File: config.mk
export PLATFORM = sky130hd
export DESIGN_NAME = bcd_serial_add_ctrl
export DESIGN_NICKNAME = d
export VERILOG_FILES = /design/src/rtl/bcd_serial_add_ctrl.sv
export SDC_FILE = /design/constraint.sdc
export NUM_CORES = 1
export LEC_CHECK = 0
export CAP_MARGIN = 20
export CORE_MARGIN = 10
export CORE_UTILIZATION = 50
export CTS_CLUSTER_SIZE = 12
export DETAILED_ROUTE_END_ITERATION = 7
export GPL_TIMING_DRIVEN = 0
export PLACE_DENSITY = 0.8
export SYNTH_ARGS = -nofsm -noshare
export SYNTH_HDL_FRONTEND = slang
export SYNTH_SLANG_ARGS = --single-unit
export TNS_END_PERCENT = 5
File: constraint.sdc
create_clock -name clk -period 2.3 [get_ports clk]
set_input_delay 0.575 -clock clk [delete_from_list [all_inputs] [get_ports clk]]
set_output_delay 0.575 -clock clk [all_outputs]
set_load 0.05 [all_outputs]
File: src/rtl/bcd_serial_add_ctrl.sv
// rtl/bcd_serial_add_ctrl.sv - multi-digit packed-BCD adder sequencer over one shared digit adder
// Feeds the external decimal adder one digit per clock, LSD first, rippling carry through a register.
module bcd_serial_add_ctrl #(
  parameter int DIGITS = 4
) (
  input  logic                  clk,
  input  logic                  rst_n,
  input  logic                  start,
  input  logic [4*DIGITS-1:0]   a_bcd,
  input  logic [4*DIGITS-1:0]   b_bcd,
  input  logic                  cin,
  output logic [3:0]            add_a,
  output logic [3:0]            add_b,
  output logic                  add_cin,
  input  logic [3:0]            add_s,
  input  logic                  add_cout,
  output logic                  busy,
  output logic                  done,
  output logic [4*DIGITS-1:0]   sum,
  output logic                  cout,
  output logic                  err
);

  localparam int W  = 4 * DIGITS;
  localparam int IW = (DIGITS > 1) ? $clog2(DIGITS) : 1;
  localparam logic [IW-1:0] LAST = IW'(DIGITS - 1);

  typedef enum logic [1:0] {IDLE, RUN, DONE} state_t;

  state_t        state, state_nx;
  logic [W-1:0]  a_q, b_q;
  logic [IW-1:0] idx;
  logic          carry;
  logic [3:0]    dig_a, dig_b;
  logic          bad;

  always_comb begin
    dig_a = '0;
    dig_b = '0;
    for (int i = 0; i < DIGITS; i++) begin
      if (idx == IW'(i)) begin
        dig_a = a_q[4*i +: 4];
        dig_b = b_q[4*i +: 4];
      end
    end
  end

  // Operand screening happens on the raw inputs at the accepting edge.
  always_comb begin
    bad = 1'b0;
    for (int i = 0; i < DIGITS; i++) begin
      if (a_bcd[4*i +: 4] > 4'd9 || b_bcd[4*i +: 4] > 4'd9) bad = 1'b1;
    end
  end

  always_ff @(posedge clk or negedge rst_n) begin
    if (!rst_n) state <= IDLE;
    else        state <= state_nx;
  end

  always_comb begin
    state_nx = state;
    add_a    = 4'd0;
    add_b    = 4'd0;
    add_cin  = 1'b0;
    busy     = 1'b0;
    done     = 1'b0;
    case (state)
      IDLE: begin
        if (start) state_nx = bad ? DONE : RUN;
      end
      RUN: begin
        busy    = 1'b1;
        add_a   = dig_a;
        add_b   = dig_b;
        add_cin = carry;
        if (idx == LAST) state_nx = DONE;
      end
      DONE: begin
        busy     = 1'b1;
        done     = 1'b1;
        state_nx = IDLE;
      end
      default: state_nx = IDLE;
    endcase
  end

  always_ff @(posedge clk or negedge rst_n) begin
    if (!rst_n) begin
      a_q   <= '0;
      b_q   <= '0;
      idx   <= '0;
      carry <= 1'b0;
      sum   <= '0;
      cout  <= 1'b0;
      err   <= 1'b0;
    end else begin
      case (state)
        IDLE: begin
          if (start) begin
            a_q   <= a_bcd;
            b_q   <= b_bcd;
            idx   <= '0;
            carry <= cin;
            sum   <= '0;
            cout  <= 1'b0;
            err   <= bad;
          end
        end
        RUN: begin
          for (int i = 0; i < DIGITS; i++) begin
            if (idx == IW'(i)) sum[4*i +: 4] <= add_s;
          end
          carry <= add_cout;
          if (idx == LAST) cout <= add_cout;
          else             idx  <= idx + 1'b1;
        end
        default: ;
      endcase
    end
  end

endmodule

# Yosys cells after proc, flatten, opt, wreduce, memory -nomap -nowiden
# Cells that the tools add are included.
totals:
  ff_bits: 55
  latchBits: 0
  ramBits: 0
  romBits: 0
  in_bits: 41
  output_inout_bits: 29
  word_cells: 82
  memories: 0
classes:
  add_sub_neg: 1
  mul: 0
  div: 0
  n_lt_le_gt_ge: 8
  eq_ne: 11
  shift: 0
  muxes: 35
  bitwise: 0
  n_reduce_logical: 16
ops:
  columns: ["cell", "count"]
  rows:
  - ["4-bit 2-to-1 mux", 14]
  - ["4-bit > comparator (second input constant)", 8]
  - ["16-bit one-hot mux with 2 select lines", 1]
  - ["16-bit 2-to-1 mux", 1]
  - ["3-bit AND reduction", 5]
  - ["2-bit inequality test (second input constant)", 6]
  - ["1-bit 2-to-1 mux", 10]
  - ["2-bit 2-to-1 mux", 5]
  - ["2-bit one-hot mux with 2 select lines", 2]
  - ["2-bit == test (second input constant)", 3]
  - ["2-bit AND reduction", 3]
  - ["2-bit by 1-bit == test with 1-bit output (second input constant)", 2]
  - ["2-bit zero test", 2]
  - ["1-bit logical OR", 4]
  - ["1-bit one-hot mux with 2 select lines", 2]
  - ["2-bit by 1-bit adder with 2-bit output (second input constant)", 1]
  - ["2-bit nonzero test", 1]
  - ["2-bit OR reduction", 1]

# Depth between registers and ports, before layout
logic_depth:
  word_depth: 9
  mapped_depth: 8
  mapped_depth_nobuf: 6

# Worst setup path after synthesis
# OpenSTA, ideal clock, no wires.
synth_timing:
  path_kind: "register -> output"
  startpoint: "register idx[0]"
  endpoint: "output port add_b[0]"
  arrival_ns: 2.335
  t_required_ns: 1.725
  setup_slack_ns: -0.610
  path_stages_with_launch: 9
  n_path_buf: 2
  cell_sequence: "dfrtp_1 -> inv_1 -> ha_1 -> buf_2 -> buf_2 -> nand2_1 -> o21ai_0 -> mux2i_1 -> o21ai_0"
synth_between:
  elab_chain_cells: 6
  elab_cells_between_ends: 9
  classes_between: "3 x eq/ne; 5 x mux; 1 x reduce/logical"
synth_rtl:
  columns: ["item", "line", "source"]
  rows:
  - ["from (decl)", "32", "logic [IW-1:0] idx;"]
  - ["from (signal assigned)", "116", "else idx <= idx + 1'b1;"]
  - ["2-bit zero test", "41", "if (idx == IW'(i)) begin"]
  - ["4-bit 2-to-1 mux (3 in a row)", "41", null]
  - ["4-bit 2-to-1 mux *", "41", null]
  - ["4-bit 2-to-1 mux *", "68", "case (state)"]
  - ["to (decl)", "13", "output logic [3:0] add_b,"]
# Every way passes the cells marked *; elsewhere a longest branch is shown, timed or not.

# Worst setup path after layout
layout_timing:
  startpoint: "register idx[1]"
  endpoint: "output port add_a[3]"
layout_between:
  elab_chain_cells: 6
  elab_cells_between_ends: 9
  classes_between: "3 x eq/ne; 5 x mux; 1 x reduce/logical"
layout_rtl:
  columns: ["item", "line", "source"]
  rows:
  - ["2-bit zero test", "41", null]
  - ["4-bit 2-to-1 mux (3 in a row)", "41", null]
  - ["4-bit 2-to-1 mux *", "41", null]
  - ["4-bit 2-to-1 mux *", "68", null]
  - ["to (decl)", "12", "output logic [3:0] add_a,"]
# Marks and branches as above.

==> impl_metrics.prom <==
# TYPE chip_impl_metric gauge
chip_impl_info{name="run_status",value="finished, violations left"} 1
chip_impl_info{name="violated_checks",value="negative setup slack"} 1
chip_impl_metric{name="post_synth_and_or_nand_nor_area_fraction",unit=""} 0.138
chip_impl_info{name="mostFrequentLayoutCell",value="sky130_fd_sc_hd__clkdlybuf4s50_1"} 1
chip_impl_metric{name="synthesis.yosys.warnings",unit=""} 0
chip_impl_metric{name="io_pins",unit=""} 70
chip_impl_metric{name="setup-violations-final",unit=""} 8
chip_impl_metric{name="route.antenna.remaining_nets",unit=""} 0
chip_impl_info{name="largest_family_of_logic_cells_by_synthesized_area",value="compound AO/OA/AOI/OAI gates"} 1
chip_impl_metric{name="maxSlewHeadroom",unit=""} 0.652
chip_impl_metric{name="finClkSkew",unit="ns"} 0.00295
chip_impl_metric{name="grt_pass1_vias",unit=""} 2989
chip_impl_metric{name="timing.fmax",unit="GHz"} 0.409
chip_impl_metric{name="wirelength",unit="µm"} 8770
chip_impl_metric{name="timing.final.crit_share",unit=""} 1.06
chip_impl_metric{name="synth.mux.area_fraction",unit=""} 0.145
chip_impl_metric{name="final.min_clock_period",unit="ns"} 2.44
chip_impl_metric{name="synth_cell_types",unit=""} 33
chip_impl_metric{name="power_switching",unit="mW"} 1.46
chip_impl_metric{name="hold_violations",unit=""} 0
chip_impl_metric{name="diodes",unit=""} 0
chip_impl_metric{name="gp_congestion",unit=""} 0.869
chip_impl_metric{name="postCtsHoldBufs",unit=""} 0
chip_impl_metric{name="core.rowCount",unit=""} 28
chip_impl_metric{name="largest_net_degree_at_the_start_of_global_routing",unit=""} 41
chip_impl_metric{name="post_synthesis_instance_area",unit="µm²"} 2980
chip_impl_metric{name="max-vdd-ir-drop",unit="V"} 0.000502
chip_impl_metric{name="detailedRoute.firstIterationViolations",unit=""} 117
chip_impl_metric{name="timing.hold.ws",unit="ns"} 0.171
chip_impl_metric{name="seq_power_share",unit=""} 0.381
chip_impl_metric{name="routed-via-count",unit=""} 2689
chip_impl_metric{name="synthesized_area_fraction_occupied_by_ao_oa_aoi_and_oai_cells",unit=""} 0.167
chip_impl_info{name="cts_root_buf",value="sky130_fd_sc_hd__clkbuf_8"} 1
chip_impl_info{name="timing.rr.start",value="idx[1]$_DFFE_PN0P_"} 1
chip_impl_metric{name="firstDrtPassIters",unit=""} 5
chip_impl_metric{name="timing_max_transition_violations_final",unit=""} 0
chip_impl_metric{name="place.detailed.hpwl",unit="µm"} 6220
chip_impl_metric{name="antenna_found_initial",unit=""} 0
chip_impl_info{name="cts_tree",value="done"} 1
chip_impl_info{name="layout.cells.most_common_list",value="sky130_fd_sc_hd__clkdlybuf4s50_1, sky130_fd_sc_hd__dfrtp_1, sky130_fd_sc_hd__mux2_2"} 1
chip_impl_metric{name="worst_skew_pair.late_latency",unit="ns"} 0.31
chip_impl_metric{name="post-layout-total-power",unit="mW"} 3.94
chip_impl_info{name="critical_path.startpoint",value="idx[1]$_DFFE_PN0P_"} 1
chip_impl_metric{name="cts_buffer_count",unit=""} 5
chip_impl_metric{name="overflow",unit=""} 0
chip_impl_metric{name="routed_via_density",unit=""} 5.88
chip_impl_info{name="endpoint_kind",value="primary output"} 1
chip_impl_metric{name="effective_utilization_at_floorplan",unit=""} 0.510
chip_impl_metric{name="chipHeight",unit="µm"} 97.2
chip_impl_metric{name="synth-xor-area-share",unit=""} 0
chip_impl_metric{name="cp.arrival",unit="ns"} 1.87
chip_impl_metric{name="globalRouteTotalUtil",unit=""} 0.182
chip_impl_metric{name="synthToLayoutAreaGrowth",unit="%"} 38.5
chip_impl_metric{name="io_buffers",unit=""} 68
chip_impl_metric{name="power_density",unit="nW/µm²"} 953
chip_impl_metric{name="drc_errors",unit=""} 0
chip_impl_metric{name="filler_cell_count",unit=""} 452
chip_impl_metric{name="post_synth.cell_area_avg",unit="µm²"} 10.1
chip_impl_metric{name="crit_path_max_fanout",unit=""} 5
chip_impl_metric{name="r2r_cells",unit=""} 8
chip_impl_metric{name="synth_fa_ha_area_frac",unit=""} 0.0294
chip_impl_metric{name="maximum_buffer_depth_of_the_clock_tree",unit=""} 2
chip_impl_info{name="rsz0062_at_grt",value="true"} 1
chip_impl_metric{name="cellLeakagePower",unit="nW"} 1.72
chip_impl_metric{name="p_sw_frac",unit=""} 0.371
chip_impl_metric{name="p_comb_frac",unit=""} 0.447
chip_impl_metric{name="reg2reg_setup_slack",unit="ns"} 0.48
chip_impl_info{name="crit_type",value="register to primary output"} 1
chip_impl_metric{name="actual_slew_at_the_worst_max_slew_pin",unit="ns"} 0.520
chip_impl_info{name="r2r_end",value="idx[0]$_DFFE_PN0P_"} 1
chip_impl_metric{name="final.setup.worst_slack",unit="ns"} -0.143
chip_impl_info{name="startpoint_type",value="register"} 1
chip_impl_metric{name="required_worst_endpoint",unit="ns"} 1.73
chip_impl_metric{name="postSynthNetCount",unit=""} 344
chip_impl_metric{name="postSynthRegisterBits",unit=""} 55
chip_impl_metric{name="postSynthCellCount",unit=""} 296
chip_impl_metric{name="maxCapViolCount",unit=""} 0
chip_impl_metric{name="cts_htree_levels",unit=""} 2
chip_impl_metric{name="worst_setup_hold_path_clk_slew",unit="ns"} 0.10
chip_impl_metric{name="clockPowerShare",unit=""} 0.172
chip_impl_metric{name="core-area",unit="µm²"} 5850
chip_impl_metric{name="tritoncts_sinks",unit=""} 55
chip_impl_metric{name="die_width",unit="µm"} 97.2
chip_impl_metric{name="design.die.area",unit="µm²"} 9450
chip_impl_metric{name="internal-power",unit="mW"} 2.48
chip_impl_metric{name="final_layout_size_suffix_gt1_frac",unit=""} 0.262
chip_impl_info{name="holdCritPathClass",value="input port to asynchronous set/reset pin"} 1
chip_impl_metric{name="post_drt_wl_per_cell",unit="µm"} 19.2
chip_impl_metric{name="fin_nets",unit=""} 429
chip_impl_metric{name="seq_area_frac_synth",unit=""} 0.462
chip_impl_metric{name="grt_pass1_wl",unit="µm"} 14600
worst max-delay path, stage by stage (launching register included):
cell                      delay, ns
sky130_fd_sc_hd__dfrtp_1       0.42
sky130_fd_sc_hd__buf_6         0.13
sky130_fd_sc_hd__buf_6         0.12
sky130_fd_sc_hd__ha_4          0.17
sky130_fd_sc_hd__and2_4        0.17
sky130_fd_sc_hd__buf_6         0.13
sky130_fd_sc_hd__a22o_1        0.26
sky130_fd_sc_hd__buf_6         0.16
metrics by stage:
step            util  instance area (µm²)  TNS [ns]  std cells  worst slack (ns)
3_5_place_dp   0.645                 3770     -6.14        440            -0.842
3_3_place_gp   0.643                 3760    -62.71        439             -1.04
5_1_grt        0.706                 4130     -1.42        457            -0.197
4_1_cts        0.693                 4060     -1.27        454            -0.179
6_report       0.706                 4130    -0.829        457            -0.143
2_1_floorplan      -                 2990     -1.11        296            -0.221
layer usage:
layer,GRT usage,wire [µm]
met2,0.310,4250
met5,0,0
met4,0.0895,331
met1,0.204,3500
met3,0.0533,686
power by group through the flow:
| stage | sequential (mW) | combinational [mW] | clock (mW) |
|---|---|---|---|
| after global routing | 1.54 | 1.90 | 0.731 |
| final | 1.50 | 1.76 | 0.679 |
| after detailed placement | 1.50 | 1.44 | 0 |
| after floorplan | 1.49 | 0.986 | 0 |
| after global placement | 1.48 | 1.39 | 0 |
| after CTS | 1.49 | 1.68 | 0.679 |
what timing repair did:
| action | in CTS | in global routing |
|---|---|---|
| endpoints found under the setup margin | 11 | 9 |
| gates cloned | 0 | 1 |
| buffers inserted | 7 | 3 |
| gates resized for setup | 97 | 19 |
| pin swaps | 6 | 7 |
sequential cells by signal, summed over array words and instances (netlist names):
signal and flops:
a_q 16, b_q 16, carry 1, cout 1
err 1, idx 2, state 2, sum 16
cells in the mapped netlist:
cell type | count | area share
sky130_fd_sc_hd__a22oi_1 | 1 | 0.0025
sky130_fd_sc_hd__mux2_2 | 33 | 0.12
sky130_fd_sc_hd__nor2b_4 | 1 | 0.0046
sky130_fd_sc_hd__nor2_1 | 4 | 0.0050
sky130_fd_sc_hd__inv_2 | 1 | 0.0013
sky130_fd_sc_hd__o41ai_1 | 1 | 0.0029
sky130_fd_sc_hd__nor2b_1 | 14 | 0.029
sky130_fd_sc_hd__mux2i_1 | 6 | 0.020
sky130_fd_sc_hd__nand4_1 | 2 | 0.0042
sky130_fd_sc_hd__a22o_1 | 2 | 0.0059
sky130_fd_sc_hd__o211ai_1 | 1 | 0.0025
sky130_fd_sc_hd__o21ai_0 | 31 | 0.052
sky130_fd_sc_hd__a31oi_1 | 13 | 0.027
sky130_fd_sc_hd__and3_1 | 12 | 0.025
sky130_fd_sc_hd__or3_1 | 1 | 0.0021
sky130_fd_sc_hd__clkbuf_1 | 5 | 0.0063
sky130_fd_sc_hd__a21oi_1 | 16 | 0.027
sky130_fd_sc_hd__o221ai_1 | 12 | 0.035
sky130_fd_sc_hd__nand3_1 | 6 | 0.010
sky130_fd_sc_hd__ha_1 | 7 | 0.029
sky130_fd_sc_hd__buf_2 | 13 | 0.022
sky130_fd_sc_hd__nand2b_1 | 1 | 0.0021
sky130_fd_sc_hd__buf_6 | 3 | 0.011
sky130_fd_sc_hd__nor3_4 | 1 | 0.0055
sky130_fd_sc_hd__o21ai_1 | 1 | 0.0017
sky130_fd_sc_hd__inv_1 | 11 | 0.014
sky130_fd_sc_hd__buf_4 | 2 | 0.0050
sky130_fd_sc_hd__a221oi_1 | 2 | 0.0059
sky130_fd_sc_hd__and2_1 | 2 | 0.0042
sky130_fd_sc_hd__nand2_4 | 1 | 0.0038
sky130_fd_sc_hd__dfrtp_1 | 55 | 0.46
sky130_fd_sc_hd__o22ai_1 | 2 | 0.0042
sky130_fd_sc_hd__nand2_1 | 33 | 0.042
logic make-up after synthesis:
group / Yosys count
multiplexers: 39
flip-flops: 55
AND/OR/NAND/NOR: 78
adder cells (fa/ha/maj): 7
buffers and inverters: 35
AO/OA/AOI/OAI: 82
cell type report:
cell class,count,area [µm²],area share
Clock inverter,3,47.5,0.0115
Clock buffer,5,68.8,0.0167
Buffer,21,185,0.0448
Multi-Input combinational cell,206,1520,0.367
Sequential cell,55,1380,0.334
Inverter,12,47.5,0.0115
Timing Repair Buffer,80,792,0.192
Tap cell,75,93.8,0.0227
worst max-delay path by stage:
stage                     cells after the start                  to
after floorplan                               8            add_a[0]
after global placement                        1  a_q[1]$_DFFE_PN0P_
after detailed placement                      9            add_a[2]
after CTS                                     7            add_a[0]
after global routing                          7            add_a[3]
final                                         7            add_a[3]
Note: power is estimated with default switching activity, not from simulation.
